$ cat config.mk
export PLATFORM = sky130hd
export DESIGN_NAME = operand_entry_flat
export DESIGN_NICKNAME = d
export VERILOG_FILES = /design/src/rtl/operand_entry_if.sv /design/src/rtl/operand_entry.sv /design/src/flat_wrapper.sv
export SDC_FILE = /design/constraint.sdc
export NUM_CORES = 1
export LEC_CHECK = 0
export ABC_AREA = 1
export CORE_MARGIN = 5
export CORE_UTILIZATION = 45
export DETAILED_ROUTE_END_ITERATION = 10
export SYNTH_ARGS = -nofsm -noshare
export SYNTH_HDL_FRONTEND = slang
export SYNTH_SLANG_ARGS = --single-unit
$ cat constraint.sdc
create_clock -name clk -period 2.3 [get_ports clk]
set_input_delay 0.46 -clock clk [delete_from_list [all_inputs] [get_ports clk]]
set_output_delay 0.46 -clock clk [all_outputs]
set_load 0.01 [all_outputs]
$ cat src/rtl/operand_entry_if.sv
// Bundle of button/operand signals between the front panel and the operand entry block.
interface operand_entry_if #(
  parameter int NUM_OPS = 2,
  parameter int DIGITS  = 4
);
  logic [DIGITS-1:0]           btn;
  logic [2:0]                  sel;
  logic [1:0]                  mode;
  logic [3:0]                  din;
  logic [NUM_OPS*4*DIGITS-1:0] op_out;
  logic                        upd;
  logic                        sel_err;

  modport master (output btn, sel, mode, din, input op_out, upd, sel_err);
  modport slave  (input btn, sel, mode, din, output op_out, upd, sel_err);
endinterface

$ cat src/rtl/operand_entry.sv
// Hex operand entry: debounced per-digit buttons increment, decrement, shift in or
// clear the digits of a selected operand register.
module operand_entry #(
  parameter int               NUM_OPS    = 2,
  parameter int               DIGITS     = 4,
  parameter int               DEB_CYCLES = 16,
  parameter logic [4*DIGITS-1:0] INIT    = 16'h6000
) (
  input  logic            clk,
  input  logic            rst_n,
  operand_entry_if.slave  bus
);
  localparam int W = 4 * DIGITS;

  logic [DIGITS-1:0] sync1_q, sync2_q;
  logic [DIGITS-1:0] deb_q, deb_d;
  logic [DIGITS-1:0] p_q, p_d;
  logic [15:0]       cnt_q [DIGITS];
  logic [15:0]       cnt_d [DIGITS];
  logic [W-1:0]      ops_q [NUM_OPS];
  logic [W-1:0]      ops_d [NUM_OPS];
  logic              upd_q, upd_d;
  logic              err_q, err_d;
  logic              sel_ok;

  // Debounce: level flips only after DEB_CYCLES consecutive disagreeing samples.
  always_comb begin
    deb_d = deb_q;
    p_d   = '0;
    for (int i = 0; i < DIGITS; i++) begin
      cnt_d[i] = '0;
      if (sync2_q[i] != deb_q[i]) begin
        if ({1'b0, cnt_q[i]} + 17'd1 == 17'(DEB_CYCLES)) begin
          deb_d[i] = ~deb_q[i];
          p_d[i]   = ~deb_q[i];
        end else begin
          cnt_d[i] = cnt_q[i] + 16'd1;
        end
      end
    end
  end

  assign sel_ok = ({1'b0, bus.sel} < 4'(NUM_OPS));

  always_comb begin
    ops_d = ops_q;
    upd_d = 1'b0;
    err_d = 1'b0;
    if (|p_q) begin
      if (!sel_ok) begin
        err_d = 1'b1;
      end else begin
        for (int k = 0; k < NUM_OPS; k++) begin
          if (k == int'(bus.sel)) begin
            unique case (bus.mode)
              2'b00: begin
                for (int i = 0; i < DIGITS; i++)
                  if (p_q[i]) ops_d[k][i*4 +: 4] = ops_q[k][i*4 +: 4] + 4'd1;
                upd_d = 1'b1;
              end
              2'b01: begin
                for (int i = 0; i < DIGITS; i++)
                  if (p_q[i]) ops_d[k][i*4 +: 4] = ops_q[k][i*4 +: 4] - 4'd1;
                upd_d = 1'b1;
              end
              2'b10: begin
                // Only the least-significant button shifts; the others are inert here.
                if (p_q[0]) begin
                  ops_d[k] = {ops_q[k][W-5:0], bus.din};
                  upd_d    = 1'b1;
                end
              end
              default: begin
                ops_d[k] = INIT;
                upd_d    = 1'b1;
              end
            endcase
          end
        end
      end
    end
  end

  always_ff @(posedge clk or negedge rst_n) begin
    if (!rst_n) begin
      sync1_q <= '0;
      sync2_q <= '0;
      deb_q   <= '0;
      p_q     <= '0;
      upd_q   <= 1'b0;
      err_q   <= 1'b0;
      for (int i = 0; i < DIGITS; i++) cnt_q[i] <= '0;
      for (int k = 0; k < NUM_OPS; k++) ops_q[k] <= INIT;
    end else begin
      sync1_q <= bus.btn;
      sync2_q <= sync1_q;
      deb_q   <= deb_d;
      p_q     <= p_d;
      upd_q   <= upd_d;
      err_q   <= err_d;
      for (int i = 0; i < DIGITS; i++) cnt_q[i] <= cnt_d[i];
      for (int k = 0; k < NUM_OPS; k++) ops_q[k] <= ops_d[k];
    end
  end

  for (genvar gi = 0; gi < NUM_OPS; gi++) begin : g_out
    assign bus.op_out[gi*W +: W] = ops_q[gi];
  end

  assign bus.upd     = upd_q;
  assign bus.sel_err = err_q;
endmodule

$ cat src/flat_wrapper.sv
// flat-port wrapper written by rule: the top's interface ports become plain ports
module operand_entry_flat 
#(
  parameter int               NUM_OPS    = 2,
  parameter int               DIGITS     = 4,
  parameter int               DEB_CYCLES = 16,
  parameter logic [4*DIGITS-1:0] INIT    = 16'h6000
)
  (clk, rst_n, bus_btn, bus_sel, bus_mode, bus_din, bus_op_out, bus_upd, bus_sel_err);
  operand_entry_if #(.NUM_OPS(NUM_OPS), .DIGITS(DIGITS)) bus_i ();
  input  logic clk;
  input  logic rst_n;
  input wire logic [$bits(bus_i.btn)-1:0] bus_btn;
  input wire logic [$bits(bus_i.sel)-1:0] bus_sel;
  input wire logic [$bits(bus_i.mode)-1:0] bus_mode;
  input wire logic [$bits(bus_i.din)-1:0] bus_din;
  output wire logic [$bits(bus_i.op_out)-1:0] bus_op_out;
  output wire logic [$bits(bus_i.upd)-1:0] bus_upd;
  output wire logic [$bits(bus_i.sel_err)-1:0] bus_sel_err;
  assign bus_i.btn = bus_btn;
  assign bus_i.sel = bus_sel;
  assign bus_i.mode = bus_mode;
  assign bus_i.din = bus_din;
  assign bus_op_out = bus_i.op_out;
  assign bus_upd = bus_i.upd;
  assign bus_sel_err = bus_i.sel_err;
  operand_entry #(.NUM_OPS(NUM_OPS), .DIGITS(DIGITS), .DEB_CYCLES(DEB_CYCLES), .INIT(INIT)) u_core (.clk(clk), .rst_n(rst_n), .bus(bus_i));
endmodule
==> metrics.md, run 1 <==
| Metric | Value |
|---|---|
| HPWL after DPL | `11.54 mm` |
| Core ar. | `14640 um^2` |
| Largest delay share family, worst path | `flip-flops` |
| Worst Tran Pin Value | `0.4294 ns` |
| Initial DRC Count | `337` |
| Count leader, synth | `nand2_1` |
| Largest net degree at the start of global routing | `60` |
| FF-to-FF path depth | `10` |
| Hold crit path type | `input port to async pin` |
| Clock power frac | `0.545` |
| Number of synthesized register bits | `114` |
| Final setup TNS | `0 ns` |
| Endpoint type of the worst setup path | `output pin` |
| CTS root buf | `clkbuf_16` |
| Vias after detailed routing | `5934` |
| GP Congestion | `0.8479` |
| Share of cells above drive strength 1 | `0.07349` |
| Post CTS Setup Buffer Count | `0` |
| Seq/Total Area, Yosys | `0.4231` |
| CP Cell Sequence | `clkdlybuf4s50_1` |
| Avg Inst Size Synth | `7.373 um^2` |
| Hold-fix buffers at CTS | `0` |
| CP Data Arrival Time | `1.55 ns` |
| Height of the die | `132.5 um` |
| Slowest cell on the critical path | `dfstp_2` |
| CP Buf/Inv Count | `1` |
| Die ar. | `17560 um^2` |
| Yosys cell types | `35` |
| Die width | `132.5 um` |
| # IOs | `49` |
| Combinational power share | `0.056` |
| Reg power frac | `0.399` |
| Required time of the worst setup path | `1.84 ns` |
| GRT overflow | `0` |
| Routed Antenna Nets | `0` |
| Number of global-route vias before repair | `5653` |
| Pleak | `3.945 nW` |
| Share of synthesized flip-flops with an asynchronous set or reset | `1.000` |
| Clk buf depth | `2` |
| CTS tree | `built` |
| Status | `completed` |
| Clk slew on worst S/H paths | `0.05 ns` |
| Cell row count | `44` |
| Mapped Cells | `916` |
| Fin cells | `1191` |
| Worst r2r src | `u_core.cnt_q[17]` |
| Initial antenna violation count | `0` |
| First-pass GRT wire length | `26.90 mm` |
| Worst R2R Setup Slack | `0.36 ns` |
| Initial Util | `0.4612` |
| PwrDens | `623.7 nW/um^2` |
| Clock Latency Late Sink | `0.42 ns` |
| DR pass1 iterations | `5` |
| Final hold vios | `0` |
| Yosys top cell by area | `dfrtp_1` |
| Post-route DRC | `0` |
| Net Sw Frac | `0.2240` |
| Final setup violation count | `0` |
| Top cells by area, synth | `dfrtp_1, nand2_1, nor2_1, inv_1, nand3_1` |
| Post-CTS resize count | `0` |
| EDFF count, synth | `0` |
| Relative slew slack | `0.7134` |
| FILL cells | `1396` |
| WS Path Type | `flop to output pin` |
| Reg2reg end | `u_core.cnt_q[16]` |
| Port Buffers | `48` |
| Wire per inst | `13.08 um` |
| Total wire length | `15.58 mm` |
| RSZ-0062 raised after global routing | `no` |
| Net Count, Synth | `959` |
| Int Power | `0.003984 W` |
| Nets@finish | `1037` |
| Worst vdd ir | `0.4908 mV` |
| DR vias/cell | `4.982` |
| Clock Skew | `0.006981 ns` |
| Worst-path fanout max | `4` |
| Max Transition Viols Final | `0` |
| Switching pwr | `0.001150 W` |
| Number of buffers created by CTS | `17` |
| Placed instance count | `1159` |
| CP max stage delay | `0.59 ns` |
| Crit share post-route | `0.8746` |
| Ant. Diodes | `0` |
| Global Route Usage Sum | `0.1866` |
| Ys flop type | `dfrtp_1` |
| Crit start category | `flop` |
| Fin crit period | `2.012 ns` |
| Synth cell count leaders | `nand2_1, nor2_1, inv_1` |
| Area Growth Syn to Fin | `21.90%` |
| Post-Synthesis Cell Area | `6754 um^2` |
| Synth warn | `0` |
| Fin util | `0.5622` |
| Yosys top cell area share | `0.4076` |
| Max-cap violations | `0` |
| Fmax | `497.1 MHz` |
| CTS Sinks | `114` |
| H-tree depth | `4` |
placed cells by master, fill, tap and decap left out, drive strengths merged:
cell           netlist  final
nand2              245    245
nor2               167    167
inv                115    116
dfrtp              110    110
nand3               61     61
clkdlybuf4s50        0     47
o21ai               41     41
a21oi               31     31
nand4               22     22
buf                  3     22
xnor2               21     21
ha                  20     20
clkbuf               7     19
o22ai               17     17
a31oi               11     11
xor2                 9      9
fa                   8      8
nor3                 7      7
o21bai               6      6
clkinv               1      6
bufinv               0      4
dfstp                4      4
clkinvlp             0      3
or2                  3      3
and2                 2      2
o221ai               2      2
mux2                 2      2
nand3b               1      1
final cells by class:
| class | count | area [um^2] | area share |
|---|---|---|---|
| sequential | 114 | 2858 | 0.3471 |
| multi-input combinational | 676 | 3422 | 0.4157 |
| clock inverter | 13 | 183.9 | 0.02234 |
| clock buffer | 19 | 442.9 | 0.05380 |
| timing repair buffer | 69 | 660.6 | 0.08024 |
| tap | 184 | 230.2 | 0.02796 |
| inverter | 116 | 435.4 | 0.05289 |
per-layer routing:
| metal | part of all wire | track usage | vias to the layer above |
|---|---|---|---|
| li1 | - | - | 3118 |
| met1 | 0.49 | 0.2522 | 2690 |
| met2 | 0.45 | 0.2961 | 109 |
| met3 | 0.044 | 0.04973 | 17 |
| met4 | 0.013 | 0.05427 | 0 |
| met5 | 0 | 0 | - |
worst max path at each step:
stage	start	to	slack (ns)	depth (start not counted)
2_1_floorplan	bus_mode[1]	u_core.bus.op_out[23]	0.02	10
3_3_place_gp	bus_mode[1]	u_core.bus.op_out[23]	-0.00009	12
3_5_place_dp	bus_mode[0]	u_core.bus.op_out[23]	-0.02	11
4_1_cts	u_core.bus.op_out[13]	bus_op_out[13]	0.25	1
5_1_grt	u_core.cnt_q[17]	u_core.cnt_q[16]	0.09	9
6_report	u_core.bus.op_out[13]	bus_op_out[13]	0.29	1
registers in the layout, indices dropped and copies added (netlist names):
| name | flops |
|---|---|
| u_core.bus.upd | 1 |
| u_core.bus.sel_err | 1 |
| u_core.sync1_q | 4 |
| u_core.deb_q | 4 |
| u_core.p_q | 4 |
| u_core.bus.op_out | 32 |
| u_core.cnt_q | 64 |
| u_core.sync2_q | 4 |
cells by family after synthesis:
| group | after synthesis | share of synthesized area |
|---|---|---|
| AND/OR/NAND/NOR | 508 | 0.3146 |
| buffers and inverters | 126 | 0.07021 |
| flip-flops | 114 | 0.4231 |
| AO/OA/AOI/OAI | 108 | 0.08911 |
| XOR/XNOR | 30 | 0.03890 |
| adder cells (fa/ha/maj) | 28 | 0.06076 |
| multiplexers | 2 | 0.003334 |
stage by stage:
stage / power, W / setup slack, ns / instance area [um^2] / hold slack (ns)
floorplan: 0.002241 / 0.02274 / 6754 / 0.1644
CTS: 0.005213 / 0.2490 / 8233 / 0.04858
finish: 0.005135 / 0.2885 / 8233 / 0.04442
global route: 0.005349 / 0.09224 / 8233 / 0.06941
detailed placement: 0.002379 / -0.02342 / 7606 / 0.3372
global placement: 0.002377 / -0.00009126 / 7606 / 0.3319
power by group through the flow:
stage / combinational, W / sequential [W] / clock (W)
6_report: 0.000288 / 0.00205 / 0.00280
5_1_grt: 0.000333 / 0.00205 / 0.00296
4_1_cts: 0.000294 / 0.00205 / 0.00287
3_5_place_dp: 0.000293 / 0.00209 / 0
3_3_place_gp: 0.000292 / 0.00208 / 0
2_1_floorplan: 0.000158 / 0.00208 / 0
(Power assumes the default switching activity.)
==> inputs of run 2 (changes only) <==
Settings changed: CORE_MARGIN 5 to 4.
==> run 2 against run 1 <==
Net effect: worst setup slack got worse by 0.021 ns; via count fell by 0.78%; routed wire length fell by 0.53%; utilization rose by 0.068 points; count of clock-buffer cells in the layout rose by 3; worst hold slack got worse by 0.031 ns; critical path type unchanged; largest cell class unchanged.
==> metrics.md, run 2 (synthesis results as in run 1) <==
| Metric | Value |
|---|---|
| Final hold vios | `0 (unchanged)` |
| DR pass1 iterations | `5 (unchanged)` |
| Post-route DRC | `0 (unchanged)` |
| Status | `completed (unchanged)` |
| Global Route Usage Sum | `0.1942 (was 0.1866)` |
| Met2 Track Usage GR | `0.2984 (was 0.2961)` |
| Number of global-route vias before repair | `5545 (was 5653)` |
| Worst Tran Pin Value | `0.5740 ns (was 0.4294 ns)` |
| FILL cells | `1390 (was 1396)` |
| CP Buf/Inv Count | `1 (unchanged)` |
| Initial DRC Count | `383 (was 337)` |
| Routed Antenna Nets | `0 (unchanged)` |
| Required time of the worst setup path | `1.84 ns (about the same)` |
| Crit share post-route | `0.8839 (was 0.8746)` |
| Ant. Diodes | `0 (unchanged)` |
| Largest net degree at the start of global routing | `42 (was 60)` |
| Largest delay share family, worst path | `buffers and inverters (was flip-flops)` |
| Reg2reg end | `u_core.cnt_q[20] (was u_core.cnt_q[16])` |
| CP Cell Sequence | `clkdlybuf4s50_1 (unchanged)` |
| HPWL after DPL | `11.48 mm (was 11.54 mm)` |
| CTS tree | `built (unchanged)` |
| Cell row count | `44 (unchanged)` |
| Pleak | `3.956 nW (was 3.945 nW)` |
| Clock power frac | `0.547 (was 0.545)` |
| CTS Sinks | `114 (unchanged)` |
| PwrDens | `626.7 nW/um^2 (was 623.7 nW/um^2)` |
| Wire per inst | `13.05 um (was 13.08 um)` |
| Max FFs per register | `64 (unchanged)` |
| H-tree depth | `4 (unchanged)` |
| Crit start category | `flop (unchanged)` |
| RSZ-0062 raised after global routing | `no (unchanged)` |
| CP Data Arrival Time | `1.57 ns (was 1.55 ns)` |
| First-pass GRT wire length | `26.26 mm (was 26.90 mm)` |
| Height of the die | `130.5 um (was 132.5 um)` |
| Slowest cell on the critical path | `clkdlybuf4s50_1 (was dfstp_2)` |
| Relative slew slack | `0.6146 (was 0.7134)` |
| Hold crit path type | `input port to async pin (unchanged)` |
| M3 GR Usage | `0.05569 (was 0.04973)` |
| Hold-fix buffers at CTS | `0 (unchanged)` |
| Endpoint type of the worst setup path | `output pin (unchanged)` |
| Max Transition Viols Final | `0 (unchanged)` |
| # IOs | `49 (unchanged)` |
| Worst path depth | `1 (unchanged)` |
| Die ar. | `17030 um^2 (was 17560 um^2)` |
| Net Sw Frac | `0.2134 (was 0.2240)` |
| Combinational power share | `0.055 (was 0.056)` |
| Fin crit period | `2.033 ns (was 2.012 ns)` |
| Global routing usage on met1 | `0.2683 (was 0.2522)` |
| Worst r2r src | `u_core.cnt_q[16] (was u_core.cnt_q[17])` |
| GP Congestion | `0.8629 (was 0.8479)` |
| Initial antenna violation count | `0 (unchanged)` |
| GRT overflow | `0 (unchanged)` |
| Reg power frac | `0.398 (was 0.399)` |
| Fin util | `0.5629 (was 0.5622)` |
| Worst R2R Setup Slack | `0.35 ns (was 0.36 ns)` |
| Fmax | `491.9 MHz (was 497.1 MHz)` |
| Final setup violation count | `0 (unchanged)` |
| Most Crowded Layer GR | `met2 (unchanged)` |
| Most frequent cells in the layout | `nand2_1, nor2_1, inv_1, dfrtp_1, nand3_1 (unchanged)` |
| Core ar. | `14640 um^2 (unchanged)` |
| Clk slew on worst S/H paths | `0.05 ns (about the same)` |
| Clk buf depth | `2 (unchanged)` |
| Area Growth Syn to Fin | `22.05% (was 21.90%)` |
| Worst vdd ir | `0.4990 mV (was 0.4908 mV)` |
| Vias after detailed routing | `5888 (was 5934)` |
| FF-to-FF path depth | `9 (was 10)` |
| CTS root buf | `clkbuf_16 (unchanged)` |
| Int Power | `0.004063 W (was 0.003984 W)` |
| Nets@finish | `1035 (was 1037)` |
| Port Buffers | `48 (unchanged)` |
| Total wire length | `15.50 mm (was 15.58 mm)` |
| Clock Skew | `0.006018 ns (was 0.006981 ns)` |
| CP max stage delay | `0.59 ns (about the same)` |
| Share of cells above drive strength 1 | `0.07171 (was 0.07349)` |
| DR vias/cell | `4.956 (was 4.982)` |
| Clock Latency Late Sink | `0.41 ns (was 0.42 ns)` |
| Top reg by flops | `u_core.cnt_q (unchanged)` |
| Final hold slack | `0.01308 ns (was 0.04442 ns)` |
| Initial Util | `0.4612 (unchanged)` |
| Switching pwr | `0.001102 W (was 0.001150 W)` |
| Die width | `130.5 um (was 132.5 um)` |
| Commonest non-fill, non-tap cell in the layout | `nand2_1 (unchanged)` |
| Number of buffers created by CTS | `17 (unchanged)` |
| Max-cap violations | `0 (unchanged)` |
| Worst-path fanout max | `4 (unchanged)` |
| WS Path Type | `flop to output pin (unchanged)` |
## run 2: per-stage QoR
step	setup slack, ns	TNS [ns]	total power, W	instance area (um^2)	cells
floorplan	0.02274	0	0.002241	6754	916
detailed placement	-0.08463	-0.2196	0.002377	7604	1157
global route	0.08678	0	0.005371	8243	1188
CTS	0.2187	0	0.005230	8240	1188
global placement	-0.008227	-0.01055	0.002375	7604	1157
finish	0.2670	0	0.005165	8243	1188
## run 2: final cells by class
cell class | count | area (um^2) | share of cell area
Clock buffer | 22 | 484.2 | 0.05874
Clock inverter | 9 | 152.6 | 0.01852
Tap cell | 184 | 230.2 | 0.02793
Sequential cell | 114 | 2858 | 0.3467
Timing Repair Buffer | 67 | 658.1 | 0.07984
Multi-Input combinational cell | 676 | 3425 | 0.4155
Inverter | 116 | 435.4 | 0.05282
## run 2: worst max path at each step
stage | start | to | slack [ns]
global route | u_core.cnt_q[16] | u_core.cnt_q[20] | 0.09
detailed placement | bus_mode[1] | u_core.bus.op_out[11] | -0.08
global placement | bus_mode[1] | u_core.bus.op_out[11] | -0.008
floorplan | bus_mode[1] | u_core.bus.op_out[23] | 0.02
finish | u_core.bus.op_out[13] | bus_op_out[13] | 0.27
CTS | u_core.bus.op_out[13] | bus_op_out[13] | 0.22
## run 2: timing repair
action | CTS | global route
setup buffers | 0 | 0
endpoints found under the setup margin | 0 | 3
gates resized for setup | 0 | 1
## run 2: power groups by stage
stage               clock network, W  logic, W  registers [W]
detailed placement                 0  0.000290        0.00209
floorplan                          0  0.000158        0.00208
global route                 0.00299  0.000328        0.00206
CTS                          0.00289  0.000291        0.00205
global placement                   0  0.000288        0.00209
finish                       0.00283  0.000286        0.00205
## run 2: routing by layer
metal / wire [um] / vias to the layer above
li1: - / 3099
met2: 6928 / 107
met4: 195 / 0
met1: 7662 / 2663
met5: 0 / -
met3: 714 / 19
==> inputs of run 3 (changes only) <==
Settings changed: SLEW_MARGIN set to 20.
==> results of run 3 <==
No change in the layout: final DEF, timing and power equal those of run 2.
